==> src/rtl/led_seq_pkg.sv <==
// Shared constants and types for the LED sequencer/arbiter.
//   Address map, FSM state encoding, register reset defaults and the
//   effective-length helper used by both the RTL and the host model.
package led_seq_pkg;

    localparam int unsigned DATA_W    = 8;
    localparam int unsigned ADDR_W    = 4;
    localparam int unsigned TBL_DEPTH = 8;
    localparam int unsigned IDX_W     = 3;
    localparam int unsigned LEN_W     = 4;

    localparam logic [ADDR_W-1:0] ADDR_LED      = 4'h0;
    localparam logic [ADDR_W-1:0] ADDR_CTRL     = 4'h1;
    localparam logic [ADDR_W-1:0] ADDR_PERIOD   = 4'h2;
    localparam logic [ADDR_W-1:0] ADDR_LEN      = 4'h3;
    localparam logic [ADDR_W-1:0] ADDR_TBL_BASE = 4'h8;

    localparam logic [DATA_W-1:0] PERIOD_RST = 8'h0F;
    localparam logic [DATA_W-1:0] LEN_RST    = 8'h08;

    typedef enum logic [2:0] {
        IDLE = 3'd0,
        RUN  = 3'd1,
        PEND = 3'd2,
        STEP = 3'd3,
        DONE = 3'd4
    } seq_state_e;

    // A LEN field of 0 or above the table depth means "use the whole table".
    function automatic logic [LEN_W-1:0] len_eff(input logic [LEN_W-1:0] len_field);
        if ((len_field == '0) || (len_field > LEN_W'(TBL_DEPTH))) begin
            return LEN_W'(TBL_DEPTH);
        end
        return len_field;
    endfunction

endpackage

==> src/rtl/led_seq_arb_if.sv <==
// Host register bus of the LED sequencer/arbiter.
//   h_cs/h_wr/h_addr/h_wdata : access request from the host (one-cycle strobe)
//   h_rdata/h_ack            : registered response, one cycle after h_cs
interface led_seq_arb_if;
    import led_seq_pkg::*;

    logic              h_cs;
    logic              h_wr;
    logic [ADDR_W-1:0] h_addr;
    logic [DATA_W-1:0] h_wdata;
    logic [DATA_W-1:0] h_rdata;
    logic              h_ack;

    modport master (output h_cs, h_wr, h_addr, h_wdata, input h_rdata, h_ack);
    modport slave  (input h_cs, h_wr, h_addr, h_wdata, output h_rdata, h_ack);

endinterface

==> src/rtl/led_tick_gen.sv <==
// Step-rate generator for the pattern sequencer.
//   Clk, Rst  : clock and synchronous active-high reset
//   enable    : counters run while high, held at 0 while low
//   period    : a step is requested every period+1 prescaler ticks
//   step_req  : registered one-cycle step request
module led_tick_gen
    import led_seq_pkg::*;
#(
    parameter int unsigned PRESC_W = 16
) (
    input  logic              Clk,
    input  logic              Rst,
    input  logic              enable,
    input  logic [DATA_W-1:0] period,
    output logic              step_req
);

    logic [PRESC_W-1:0] presc;
    logic [DATA_W-1:0]  tcnt;
    logic               tick_c;

    // Tick on prescaler rollover.
    assign tick_c = enable && (&presc);

    // Prescaler and tick counter. A counter left above a freshly lowered
    // period is cleared on the next tick instead of running to wrap.
    always_ff @(posedge Clk) begin
        if (Rst) begin
            presc    <= '0;
            tcnt     <= '0;
            step_req <= 1'b0;
        end else if (!enable) begin
            presc    <= '0;
            tcnt     <= '0;
            step_req <= 1'b0;
        end else begin
            presc    <= presc + PRESC_W'(1);
            step_req <= tick_c && (tcnt == period);
            if (tick_c) begin
                tcnt <= (tcnt >= period) ? '0 : tcnt + DATA_W'(1);
            end
        end
    end

endmodule

==> src/rtl/led_seq_arb.sv <==
// LED register port arbiter with built-in pattern sequencer.
//   Clk, Rst   : clock and synchronous active-high reset
//   hbus       : host register bus (slave side)
//   led_cs     : LED register strobe, one-cycle pulse
//   led_wr     : LED register write, equal to led_cs
//   led_wdata  : LED register write data
//   led_rdata  : current LED register value, returned on host reads of 0x0
module led_seq_arb
    import led_seq_pkg::*;
#(
    parameter int unsigned PRESC_W = 16
) (
    input  logic              Clk,
    input  logic              Rst,
    led_seq_arb_if.slave      hbus,
    output logic              led_cs,
    output logic              led_wr,
    output logic [DATA_W-1:0] led_wdata,
    input  logic [DATA_W-1:0] led_rdata
);

    seq_state_e        state;
    seq_state_e        state_nxt;
    logic [IDX_W-1:0]  idx;
    logic [IDX_W-1:0]  idx_nxt;

    logic              seq_en;
    logic              oneshot;
    logic              done;
    logic [DATA_W-1:0] period;
    logic [DATA_W-1:0] len;
    logic [DATA_W-1:0] tbl [TBL_DEPTH];

    logic              step_req;
    logic              tick_en_c;
    logic              host_wr_c;
    logic              host_led_wr_c;
    logic              seq_issue_c;
    logic              done_set_c;
    logic              done_clr_c;
    logic              last_c;
    logic [DATA_W-1:0] rd_mux_c;

    assign host_wr_c     = hbus.h_cs && hbus.h_wr;
    assign host_led_wr_c = host_wr_c && (hbus.h_addr == ADDR_LED);
    assign tick_en_c     = (state == RUN) || (state == PEND) || (state == STEP);
    // ">=" so that a LEN lowered below the current index still wraps.
    assign last_c        = (({1'b0, idx} + LEN_W'(1)) >= len_eff(len[LEN_W-1:0]));

    led_tick_gen #(
        .PRESC_W (PRESC_W)
    ) u_tick (
        .Clk      (Clk),
        .Rst      (Rst),
        .enable   (tick_en_c),
        .period   (period),
        .step_req (step_req)
    );

    // Host read mux; unmapped addresses read as zero.
    always_comb begin
        rd_mux_c = '0;
        case (hbus.h_addr)
            ADDR_LED:    rd_mux_c = led_rdata;
            ADDR_CTRL:   rd_mux_c = {done, 3'(state), 2'b00, oneshot, seq_en};
            ADDR_PERIOD: rd_mux_c = period;
            ADDR_LEN:    rd_mux_c = len;
            default: begin
                if (hbus.h_addr >= ADDR_TBL_BASE) begin
                    rd_mux_c = tbl[hbus.h_addr[IDX_W-1:0]];
                end
            end
        endcase
    end

    // Sequencer next state. A host LED write in the decision cycle holds the
    // step in PEND so the two writes land on consecutive cycles.
    always_comb begin
        state_nxt   = state;
        idx_nxt     = idx;
        seq_issue_c = 1'b0;
        done_set_c  = 1'b0;
        done_clr_c  = 1'b0;
        case (state)
            IDLE: begin
                idx_nxt = '0;
                if (seq_en) begin
                    done_clr_c = 1'b1;
                    state_nxt  = RUN;
                end
            end
            RUN: begin
                if (step_req) begin
                    if (host_led_wr_c) begin
                        state_nxt = PEND;
                    end else begin
                        state_nxt   = STEP;
                        seq_issue_c = 1'b1;
                    end
                end
            end
            PEND: begin
                if (!host_led_wr_c) begin
                    state_nxt   = STEP;
                    seq_issue_c = 1'b1;
                end
            end
            STEP: begin
                if (last_c) begin
                    idx_nxt   = '0;
                    state_nxt = oneshot ? DONE : RUN;
                end else begin
                    idx_nxt   = idx + IDX_W'(1);
                    state_nxt = RUN;
                end
            end
            DONE: begin
                done_set_c = 1'b1;
                state_nxt  = IDLE;
            end
            default: state_nxt = IDLE;
        endcase
        // Host disable aborts the run from any state and drops a pending step.
        if (!seq_en && (state != DONE)) begin
            state_nxt   = IDLE;
            idx_nxt     = '0;
            seq_issue_c = 1'b0;
        end
    end

    // Sequencer state register.
    always_ff @(posedge Clk) begin
        if (Rst) begin
            state <= IDLE;
            idx   <= '0;
        end else begin
            state <= state_nxt;
            idx   <= idx_nxt;
        end
    end

    // Control/status registers and pattern table. A completed one-shot run
    // drops both mode bits; a host CTRL write in the same cycle wins.
    always_ff @(posedge Clk) begin
        if (Rst) begin
            seq_en  <= 1'b0;
            oneshot <= 1'b0;
            done    <= 1'b0;
            period  <= PERIOD_RST;
            len     <= LEN_RST;
            for (int i = 0; i < int'(TBL_DEPTH); i++) begin
                tbl[IDX_W'(i)] <= DATA_W'(1) << i;
            end
        end else begin
            if (done_set_c) begin
                done    <= 1'b1;
                seq_en  <= 1'b0;
                oneshot <= 1'b0;
            end else if (done_clr_c) begin
                done <= 1'b0;
            end
            if (host_wr_c) begin
                case (hbus.h_addr)
                    ADDR_CTRL: begin
                        seq_en  <= hbus.h_wdata[0];
                        oneshot <= hbus.h_wdata[1];
                    end
                    ADDR_PERIOD: period <= hbus.h_wdata;
                    ADDR_LEN:    len    <= hbus.h_wdata;
                    default: begin
                        if (hbus.h_addr >= ADDR_TBL_BASE) begin
                            tbl[hbus.h_addr[IDX_W-1:0]] <= hbus.h_wdata;
                        end
                    end
                endcase
            end
        end
    end

    // Host response and LED port. Host and sequencer never issue in the same
    // cycle; the host mux priority is only a safety net.
    always_ff @(posedge Clk) begin
        if (Rst) begin
            hbus.h_ack   <= 1'b0;
            hbus.h_rdata <= '0;
            led_cs       <= 1'b0;
            led_wr       <= 1'b0;
            led_wdata    <= '0;
        end else begin
            hbus.h_ack   <= hbus.h_cs;
            hbus.h_rdata <= (hbus.h_cs && !hbus.h_wr) ? rd_mux_c : '0;
            led_cs       <= host_led_wr_c || seq_issue_c;
            led_wr       <= host_led_wr_c || seq_issue_c;
            if (host_led_wr_c) begin
                led_wdata <= hbus.h_wdata;
            end else if (seq_issue_c) begin
                led_wdata <= tbl[idx];
            end
        end
    end

endmodule

==> src/flat_wrapper.sv <==
// flat-port wrapper written by rule: the top's interface ports become plain ports
module led_seq_arb_flat import led_seq_pkg::*;
#(
    parameter int unsigned PRESC_W = 16
)
  (Clk, Rst, led_cs, led_wr, led_wdata, led_rdata, hbus_h_cs, hbus_h_wr, hbus_h_addr, hbus_h_wdata, hbus_h_rdata, hbus_h_ack);
  led_seq_arb_if hbus_i ();
  input  logic Clk;
  input  logic Rst;
  output logic led_cs;
  output logic led_wr;
  output logic [DATA_W-1:0] led_wdata;
  input  logic [DATA_W-1:0] led_rdata;
  input wire logic [$bits(hbus_i.h_cs)-1:0] hbus_h_cs;
  input wire logic [$bits(hbus_i.h_wr)-1:0] hbus_h_wr;
  input wire logic [$bits(hbus_i.h_addr)-1:0] hbus_h_addr;
  input wire logic [$bits(hbus_i.h_wdata)-1:0] hbus_h_wdata;
  output wire logic [$bits(hbus_i.h_rdata)-1:0] hbus_h_rdata;
  output wire logic [$bits(hbus_i.h_ack)-1:0] hbus_h_ack;
  assign hbus_i.h_cs = hbus_h_cs;
  assign hbus_i.h_wr = hbus_h_wr;
  assign hbus_i.h_addr = hbus_h_addr;
  assign hbus_i.h_wdata = hbus_h_wdata;
  assign hbus_h_rdata = hbus_i.h_rdata;
  assign hbus_h_ack = hbus_i.h_ack;
  led_seq_arb #(.PRESC_W(PRESC_W)) u_core (.Clk(Clk), .Rst(Rst), .hbus(hbus_i), .led_cs(led_cs), .led_wr(led_wr), .led_wdata(led_wdata), .led_rdata(led_rdata));
endmodule
==> config.mk <==
export PLATFORM = sky130hd
export DESIGN_NAME = led_seq_arb_flat
export DESIGN_NICKNAME = d
export VERILOG_FILES = /design/src/rtl/led_seq_pkg.sv /design/src/rtl/led_seq_arb_if.sv /design/src/rtl/led_tick_gen.sv /design/src/rtl/led_seq_arb.sv /design/src/flat_wrapper.sv
export SDC_FILE = /design/constraint.sdc
export NUM_CORES = 1
export LEC_CHECK = 0
export ABC_AREA = 1
export BUFFER_PORTS_ARGS = -buffer_cell sky130_fd_sc_hd__buf_2
export CAP_MARGIN = 20
export CORE_MARGIN = 3
export CORE_UTILIZATION = 43
export CTS_CLUSTER_SIZE = 12
export DETAILED_ROUTE_END_ITERATION = 6
export SYNTH_ARGS = -nofsm -noshare
export SYNTH_HDL_FRONTEND = slang
export SYNTH_HIERARCHICAL = 1
export SYNTH_SLANG_ARGS = --single-unit
==> constraint.sdc <==
create_clock -name Clk -period 1.5 [get_ports Clk]
set_input_delay 0.15 -clock Clk [delete_from_list [all_inputs] [get_ports Clk]]
set_output_delay 0.15 -clock Clk [all_outputs]
set_load 0.005 [all_outputs]
==> Word-level counts from Yosys, hierarchy flattened <==
Memories as Yosys holds them, arrays and structs flattened. A register that Yosys moved wholly into a read port is not among the register bits.
Cells that the tools add are included.
{ "totals": {"reg_bits": 68, "ramBits": 64, "in_bits": 24, "elab_cells": 108, "mem_count": 1} }
{ "op_classes": {"addsub": 4, "order_cmp": 4, "eq_ne": 12, "n_mux": 44, "bitwise_logic": 2, "n_reduce_logical": 27} }
{ "mem_list": {"columns": ["memory", "words", "word_bits", "rd", "rd_clocked_by_memory_dff", "wr", "line_no", "rtl"], "rows": [
  ["u_core.tbl", 8, 8, 2, 1, 8, "led_seq_arb.sv:32", "logic [DATA_W-1:0] tbl [TBL_DEPTH];"]
]} }
{ "ops": {"columns": ["operator", "count"], "rows": [
  ["2-to-1 mux 8 bit", 5],
  ["one-hot mux 8 bit (4 select lines)", 1],
  ["2-to-1 mux 3 bit", 9],
  ["2-to-1 mux 1 bit", 24],
  ["adder 16 x 1 -> 16 bit (second input constant)", 1],
  ["AND reduction 16 bit", 1],
  ["one-hot mux 3 bit (4 select lines)", 1],
  ["adder 8 x 1 -> 8 bit (second input constant)", 1],
  ["equality test 4 x 2 -> 1 bit (second input constant)", 2],
  ["equality test 8 bit", 1],
  [">= comparator 8 bit", 1],
  ["zero test 4 bit", 2],
  ["2-to-1 mux 4 bit", 2],
  ["OR reduction 8 bit", 1],
  ["equality test 3 x 2 -> 1 bit (second input constant)", 2],
  ["logical AND 1 bit", 6],
  ["one-hot mux 3 bit (2 select lines)", 1],
  ["nonzero test 2 bit", 3],
  ["OR reduction 2 bit", 3],
  ["adder 3 x 1 -> 4 bit (second input constant)", 1],
  ["equality test 4 x 1 -> 1 bit (second input constant)", 1],
  [">= comparator 4 bit", 1],
  [">= comparator 4 bit (second input constant)", 1],
  ["greater-than comparator 4 bit (second input constant)", 1],
  ["other kinds (14)", 21]
]} }

==> Logic depth before layout (Yosys ltp) <==
Gate-level depths: netlist of the first run.
{ "logic_depth": {"ltp_word": 9, "depth_mapped": 15} }

==> Hierarchy <==
The synthesis of the first run kept the hierarchy.
{ "modules_own_cells": {"columns": ["mod", "instances", "cells_each", "area_per_inst_um2", "seq_area_each_um2"], "rows": [
  ["led_seq_arb", 1, 711, 5569.1, 2842.7],
  ["led_tick_gen", 1, 209, 1477.7, 500.5]
]} }

==> Least setup slack after synthesis of the first run <==
No wires, ideal clock.
{ "synth_timing": {"path_type": "flip-flop to flip-flop", "from": "register u_core.idx[0]", "to": "register with a tool-made name", "t_arrival_ns": 1.515, "slack_ns": -0.092, "stages_incl_launch_ff": 11, "synth_period_minus_slack_ns": 1.592, "cell_sequence": "dfxtp_1 -> ha_1 -> xor2_1 -> ha_1 -> nand2_1 -> inv_1 -> nand2_1 -> nand3_1 -> nor2_1 -> nand2_1 -> a21oi_1"} }
{ "synth_rtl": {"columns": ["element", "line_no", "rtl"], "rows": [
  ["from (decl)", "led_seq_arb.sv:24", "logic [IDX_W-1:0] idx;"],
  ["from (signal assigned)", "led_seq_arb.sv:138", "idx <= idx_nxt;"]
]} }

==> Worst setup path after layout of the first run <==
{ "layout_timing": {"from": "register u_core.len[0]", "to": "register u_core.state[0]"} }
{ "layout_via": {"elab_chain_len": 7, "elab_cells_between_ends": 8} }
{ "layout_rtl": {"columns": ["element", "line_no", "rtl"], "rows": [
  ["from (decl)", "led_seq_arb.sv:31", "logic [DATA_W-1:0] len;"],
  ["from (signal assigned)", "led_seq_arb.sv:169", "ADDR_LEN: len <= hbus.h_wdata;"],
  ["greater-than comparator 4 bit / zero test 4 bit (equally long branches)", "led_seq_pkg.sv:31", "if ((len_field == '0) || (len_field > LEN_W'(TBL_DEPTH))) begin"],
  ["logical OR 1 bit", "led_seq_pkg.sv:31", null],
  ["2-to-1 mux 1 bit", "led_seq_pkg.sv:31", null],
  ["2-to-1 mux 4 bit *", "led_seq_pkg.sv:34", "return len_field;"],
  [">= comparator 4 bit *", "led_seq_arb.sv:48", "assign last_c = (({1'b0, idx} + LEN_W'(1)) >= len_eff(len[LEN_W-1:0]));"],
  ["2-to-1 mux 3 bit *", "led_seq_arb.sv:109", "if (last_c) begin"],
  ["one-hot mux 3 bit (4 select lines) *", "led_seq_arb.sv:84", "case (state)"],
  ["to (signal assigned)", "led_seq_arb.sv:137", "state <= state_nxt;"],
  ["to (decl)", "led_seq_arb.sv:22", "seq_state_e state;"]
]} }
Every way passes the cells marked *; elsewhere a longest branch is shown, timed or not.
A chain may end at the register's enable or synchronous reset.

==> flow_metrics.py, run 1 <==
metrics = {
    "clocking": {
        "cts-root-buf": "clkbuf_16",
        "htreeDepth": 4,
        "cts_tree": "yes",
        "clkSinkCount": 135,
        "cts_made_buffers": 17,
        "clock_latency_ns": 0.42,
        "clk_pin_slew_worst_paths_ns": 0.06,
        "clockBufferDepth": 2,
    },
    "sta": {
        "setup_viol": 8,
        "fmax_mhz": 607,
        "fin_crit_sh_pct": 110,
        "layout_setup_ws_ns": -0.147,
        "worst_pin_slew_ns": 0.477,
        "fin_crit_ns": 1.65,
        "skew_ns": 0.0105,
        "hold_viol_final": 0,
        "rsz0062_at_grt": "true",
        "relSlewSlack_pct": 68.0,
        "maxSlewViolCount": 0,
    },
    "route": {
        "drt_iter0_markers": 733,
        "vias": 6578,
        "drc_errors": 0,
        "routed_wl_mm": 21.0,
        "ant_nets": 0,
        "detail_route.wl_per_cell_um": 16.5,
        "vias_per_cell": 5.15,
        "dr.pass1.iters": 5,
    },
    "global_routing": {
        "overflow": 0,
        "grt_pass1_vias": 6126,
        "groute.usage.overall_pct": 23.7,
        "grt_pass1_wl_mm": 32.8,
        "grt_max_degree": 33,
        "antenna_found_initial": 0,
    },
    "hold_path": {
        "hold_start": "hbus_h_wdata[7]",
        "hold_path_depth": 5,
        "hold_end": "u_core/led_wdata[7]",
        "hold_path_class": "input port to flop",
    },
    "synthesis": {
        "synth_edf_count": 64,
        "synth_compound_area_share_pct": 10.8,
        "postSynthCellCount": 920,
        "muxShareOfSynthArea_pct": 0,
        "synth_fa_ha_area_share_pct": 2.66,
        "synthesis.area_um2": 7050,
        "synth_top_family_by_area": "simple AND/OR/NAND/NOR gates",
        "avgSynthCellArea_um2": 7.66,
        "yosys_warnings": 6,
        "synth-main-ff-cell": "dfxtp_1",
        "synth-simple-area-share_pct": 31.0,
        "synthArstFlopShare_pct": 0,
        "yosys_register_bits": 135,
        "synth_cell_types": 40,
        "synthXorXnorAreaFrac_pct": 0.249,
        "syn_nets": 959,
        "synth_seq_area_share_pct": 47.4,
    },
    "die": {
        "core.rowCount": 46,
        "dieArea_um2": 18000,
        "initial_core_util_pct": 44.2,
        "fp.dieW_um": 134,
        "die_y_um": 134,
        "ios": 43,
        "coreArea_um2": 15900,
    },
    "critical_path": {
        "ff2ff_path_depth": 11,
        "reg2reg_setup_slack_ns": -0.15,
        "cp.required_ns": 1.84,
        "critPathCaptureType": "flop",
        "cp_max_fo": 3,
        "r2r_start": "u_core/len[0]",
        "slowest_stage": "dfxtp_4",
        "path_common_cell": "nand2_1",
        "cp-start-kind": "flop",
        "path_cells": "nor4_4 -> nor2_1 -> nor2_1 -> ha_1 -> nand4_1 -> nand3_2 -> nand2_2 -> nand2_1 -> nand2_1 -> nand2_1 -> a21oi_1",
        "rr_endpoint": "u_core/state[0]",
        "arrival_ns": 1.99,
        "crit_family": "simple AND/OR/NAND/NOR gates",
        "cp_num_buf_inv": 0,
        "cp_slowest_stage_delay_ns": 0.35,
        "critical_path_class": "flop to flop",
    },
    "cells_and_area": {
        "final_cell_area_um2": 9060,
        "fin_util_pct": 56.8,
        "final_nets": 1088,
        "diodes": 0,
        "drive_gt1_share_pct": 25.3,
        "area_growth_pct": 28.6,
    },
    "placed_design": {
        "gp_congestion": 0.959,
        "portBuffers": 42,
        "placed_cell_area_um2": 8170,
        "hpwl_mm": 15.3,
    },
    "pwr": {
        "p_leak_uw": 0.00398,
        "power_density_nw_per_um2": 970,
        "ir_drop_mv": 0.737,
    },
    "status": {
        "failed_checks": "setup timing",
        "outcome": "complete, but fails checks",
    },
    "run": {
        "max_cap_violations": 0,
    },
}
## final cells by class
| class | count | area [um2] |
|---|---|---|
| inverters | 99 | 378 |
| fillers | 1481 | 6880 |
| multi-input cells | 657 | 3380 |
| clock inverters | 6 | 60.1 |
| flip-flops and latches | 135 | 3370 |
| clock buffers | 25 | 528 |
| repair buffers | 139 | 1080 |
| well taps | 216 | 270 |
## timing repair
item / in CTS / in global routing
hold buffers: 1 / 0
endpoints found under the hold margin: 1 / 0
gates cloned: 0 / 0
buffers inserted: 2 / 4
gates resized for setup: 20 / 48
pin swaps: 6 / 11
endpoints found under the setup margin: 23 / 35
## tightest hold or removal path: cells and delay by family
family | cells | cell delay [ns]
buffers and inverters | 1 | 0.09
and+or+nand+nor | 4 | 0.20
## through the flow
step / total power [uW] / hold WS (ns) / setup slack [ns] / TNS [ns] / cells
after floorplan: 4370 / 0.233 / 0.00263 / 0 / 920
after global routing: 9080 / 0.0757 / -0.276 / -2.42 / 1277
after detailed placement: 4710 / 0.404 / -0.138 / -2.62 / 1239
after CTS: 8830 / 0.0483 / -0.142 / -0.812 / 1273
after global placement: 4710 / 0.398 / -0.108 / -1.68 / 1239
final: 8790 / 0.0573 / -0.147 / -0.976 / 1277
## report_power, final
group | internal (uW) | switching (uW)
clock network | 2600 | 1530
logic | 228 | 385
registers | 3960 | 78.2
total | 6790 | 2000
## registers in the layout (all words and copies together) (netlist names), named ones only
| name | flops |
|---|---|
| u_core/tbl | 64 |
| u_core/u_tick/presc | 16 |
| u_core/hbus.h_rdata | 8 |
| u_core/led_wdata | 8 |
| u_core/len | 8 |
| u_core/period | 8 |
| u_core/u_tick/tcnt | 8 |
| u_core/idx | 3 |
| u_core/state | 3 |
| u_core/done | 1 |
| u_core/hbus.h_ack | 1 |
| u_core/led_wr | 1 |
| u_core/oneshot | 1 |
| u_core/seq_en | 1 |
| u_core/u_tick/step_req | 1 |
## kinds of logic (layout without fill, tap and decap cells)
| kind of cell | count (synthesis) | after routing |
|---|---|---|
| AO/OA/AOI/OAI | 146 | 146 |
| XOR/XNOR | 2 | 2 |
| adder cells (fa/ha/maj) | 15 | 15 |
| buffers and inverters | 128 | 269 |
| flip-flops | 135 | 135 |
| AND/OR/NAND/NOR | 494 | 494 |
## synthesized netlist by cell type (2+ instances only)
master / n / area (um2)
o211ai_1: 2 / 15.0
nor2_1: 173 / 649
inv_1: 74 / 278
nor2_4: 10 / 113
nand2_1: 195 / 732
nand3_1: 80 / 400
o21ai_1: 12 / 60.1
nor2_2: 3 / 18.8
o21ai_0: 67 / 335
nand3_2: 2 / 20.0
buf_6: 4 / 45.0
a211oi_1: 3 / 22.5
o22ai_1: 2 / 12.5
inv_2: 15 / 56.3
dfxtp_1: 71 / 1420
edfxtp_1: 64 / 1920
clkinv_1: 9 / 33.8
clkbuf_1: 8 / 30.0
xor2_1: 2 / 17.5
buf_4: 3 / 22.5
nand4_1: 7 / 43.8
nand2_4: 5 / 56.3
nor3_1: 7 / 35.0
o21a_1: 3 / 22.5
ha_1: 15 / 188
a21oi_1: 55 / 275
nand2_2: 4 / 25.0
nor2_8: 2 / 40.0
buf_2: 12 / 60.1
## routing by layer
layer	track usage (%)	wire, um
met4	7.13	378
met3	5.48	1710
met1	32.2	9170
met5	0	0
met2	38.0	9760
## cells in the final DEF (no fill, tap or decap), drive strengths merged, types with 2 or more instances in the layout
cell type    n
edfxtp      64
clkbuf      25
nor3         7
ha          15
nor2       188
o22ai        2
nand4        8
xor2         2
nand3       82
o21ai       80
buf        138
a211oi       3
o21a         3
clkinv      12
dfxtp       71
inv         91
a21oi       56
o211ai       2
nand2      204
## worst max-delay path by stage
stage	start	endpoint	slack [ns]	cells after the start
2_1_floorplan	u_core/idx[0]	u_core/state[0]	0.003	12
4_1_cts	u_core/idx[1]	u_core/state[0]	-0.14	12
3_5_place_dp	u_core/state[1]	u_core/led_wdata[4]	-0.14	9
3_3_place_gp	u_core/len[1]	u_core/idx[1]	-0.11	10
6_report	u_core/len[0]	u_core/state[0]	-0.15	11
5_1_grt	u_core/len[0]	u_core/state[0]	-0.28	12
Note: power is estimated with default switching activity, not from simulation.
==> run 2: changes to the inputs <==
--- a/config.mk
+++ b/config.mk
@@ -12,6 +12,7 @@
 export CORE_UTILIZATION = 43
 export CTS_CLUSTER_SIZE = 12
 export DETAILED_ROUTE_END_ITERATION = 6
+export REMOVE_ABC_BUFFERS = 1
 export SYNTH_ARGS = -nofsm -noshare
 export SYNTH_HDL_FRONTEND = slang
 export SYNTH_HIERARCHICAL = 1
==> run 2 against run 1 <==
The flow still finishes with violations (setup timing). Via count up 1.2%. Critical path depth grew 1. First-iteration DRC count decreased by 27%. Non-clock buffer count up 10. Fmax fell by 0.45%. Sequential share of layout area fell by 0.34 points.
==> flow_metrics.py, run 2 (same netlist as run 1, synthesis figures left out) <==
metrics = {
    "global_routing": {
        "groute.usage.overall_pct": 24.6,
        "grt_max_degree": 33,
        "grt_pass1_vias": 6339,
        "overflow": 0,
        "antenna_found_initial": 0,
        "grt_pass1_wl_mm": 33.9,
    },
    "sta": {
        "rsz0062_at_grt": "true",
        "layout_setup_ws_ns": -0.155,
        "setup_viol": 8,
        "worst_pin_slew_ns": 0.482,
        "skew_ns": 0.00678,
        "fmax_mhz": 604,
        "fin_tns_setup_ns": -0.958,
        "fin_crit_sh_pct": 110,
        "relSlewSlack_pct": 67.7,
        "worst_hold_slack_ns": 0.0246,
        "fin_crit_ns": 1.65,
        "hold_viol_final": 0,
        "maxSlewViolCount": 0,
    },
    "clocking": {
        "cts_made_buffers": 17,
        "clk_pin_slew_worst_paths_ns": 0.06,
        "cts-root-buf": "clkbuf_16",
        "htreeDepth": 4,
        "cts_tree": "yes",
        "clockBufferDepth": 2,
        "clock_latency_ns": 0.42,
        "clkSinkCount": 135,
    },
    "pwr": {
        "intPower_uw": 6970,
        "p_leak_uw": 0.00404,
        "pwr-share-seq_pct": 44.7,
        "switchingPower_uw": 2070,
        "p_comb_share_pct": 6.7,
        "pwr-share-clk_pct": 48.6,
        "p_sw_share_pct": 22.9,
        "power_density_nw_per_um2": 991,
        "ir_drop_mv": 0.909,
    },
    "die": {
        "die_y_um": 134,
        "core.rowCount": 46,
        "coreArea_um2": 15900,
        "dieArea_um2": 18000,
        "fp.dieW_um": 134,
        "initial_core_util_pct": 44.2,
        "ios": 43,
    },
    "cells_and_area": {
        "final_nets": 1098,
        "fin_util_pct": 57.2,
        "top_register": "u_core/tbl",
        "final_common_cell": "nand2_1",
        "diodes": 0,
        "area_growth_pct": 29.4,
        "fill_cells": 1499,
        "top_regs": "u_core/tbl x64, u_core/u_tick/presc x16",
        "drive_gt1_share_pct": 25.7,
        "final_cell_mix": "nand2_1, nor2_1, buf_4",
        "final_cell_area_um2": 9120,
        "largest_register_ffs": 64,
    },
    "critical_path": {
        "cp_max_fo": 4,
        "arrival_ns": 2.00,
        "r2r_start": "u_core/len[0]",
        "slowest_stage": "dfxtp_2",
        "ff2ff_path_depth": 12,
        "path_cells": "nor4_2 -> nor2_1 -> nor2_1 -> ha_1 -> inv_1 -> nand2_1 -> nand2_1 -> nand2_1 -> nand3_2 -> nor2_4 -> nand2_1 -> a21oi_2",
        "cp_num_cells": 12,
        "cp_slowest_stage_delay_ns": 0.34,
        "crit_family": "simple AND/OR/NAND/NOR gates",
        "cp.required_ns": 1.85,
        "path_common_cell": "nand2_1",
        "critPathCaptureType": "flop",
        "cp_num_buf_inv": 1,
        "rr_endpoint": "u_core/idx[1]",
        "reg2reg_setup_slack_ns": -0.15,
        "cp-start-kind": "flop",
        "critical_path_class": "flop to flop",
    },
    "hold_path": {
        "hold_end": "u_core/len[3]",
        "hold_path_depth": 3,
        "hold_start": "hbus_h_wdata[3]",
        "hold_path_class": "input port to flop",
    },
    "status": {
        "failed_checks": "setup timing",
        "outcome": "complete, but fails checks",
    },
    "route": {
        "vias": 6660,
        "drt_iter0_markers": 537,
        "drc_errors": 0,
        "vias_per_cell": 5.17,
        "routed_wl_mm": 21.5,
        "detail_route.wl_per_cell_um": 16.7,
        "ant_nets": 0,
        "dr.pass1.iters": 6,
    },
    "placed_design": {
        "hpwl_mm": 14.9,
        "placed_cell_area_um2": 8170,
        "gp_congestion": 0.898,
        "portBuffers": 42,
        "pre_cts_ws_ns": -0.233,
    },
    "run": {
        "max_cap_violations": 0,
    },
}
run 2: changes by cell type in the layout (fill, tap and decap cells not counted), sizes merged:
| cell | change |
|---|---|
| clkinv | +3 |
| clkbuf | -1 |
| clkinvlp | -1 |
| inv | +1 |
| buf | +8 |
| bufinv | +1 |
run 2: routing by layer:
layer	vias to the layer above	GRT usage (%)	share of wire [%]
li1	3289	-	-
met1	3052	33.1	43
met2	274	39.0	46
met3	45	5.33	7.8
met4	0	9.56	3.1
met5	-	0	0
run 2: metrics by stage:
step | cells | power [uW]
3_5_place_dp | 1247 | 4700
6_report | 1288 | 9040
2_1_floorplan | 891 | 4340
4_1_cts | 1282 | 9100
3_3_place_gp | 1247 | 4700
5_1_grt | 1288 | 9320
run 2: area by class of cell:
cell class | instances | area [um2] | area share (%)
Clock buffer | 22 | 518 | 5.68
Multi-Input combinational cell | 657 | 3350 | 36.7
Tap cell | 216 | 270 | 2.96
Clock inverter | 10 | 110 | 1.21
Inverter | 99 | 374 | 4.10
Sequential cell | 135 | 3360 | 36.8
Timing Repair Buffer | 149 | 1140 | 12.5
run 2: worst reg2reg max path: stages, from the launching register on:
cell	delay [ns]
dfxtp_2	0.34
nor4_2	0.26
nor2_1	0.07
nor2_1	0.10
ha_1	0.15
inv_1	0.04
nand2_1	0.05
nand2_1	0.04
nand2_1	0.07
nand3_2	0.10
nor2_4	0.14
nand2_1	0.08
a21oi_2	0.14
run 2: how the worst max path moves through the flow:
stage,endpoint,slack [ns],startpoint
after floorplan,u_core/led_wdata[1],-0.47,flop
after CTS,flop,-0.12,u_core/len[0]
after detailed placement,flop,-0.23,u_core/idx[1]
after global routing,u_core/state[0],-0.31,u_core/len[0]
final,u_core/idx[1],-0.15,u_core/len[0]
after global placement,flop,-0.21,u_core/idx[1]
run 2: power groups by stage:
stage                     Clock, uW  Sequential (uW)  Combinational, uW
after global routing           4610             4050                662
after CTS                      4460             4040                595
after global placement            0             4120                585
after detailed placement          0             4120                587
final                          4400             4040                606
after floorplan                   0             4080                259
run 2: timing repair:
| item | CTS | global route |
|---|---|---|
| hold buffers | 1 | 0 |
| gates cloned | 0 | 2 |
| resized for setup | 28 | 30 |
| endpoints found under the hold margin | 1 | 0 |
| setup buffers | 2 | 4 |
| pin swaps | 14 | 8 |
| endpoints found under the setup margin | 25 | 29 |
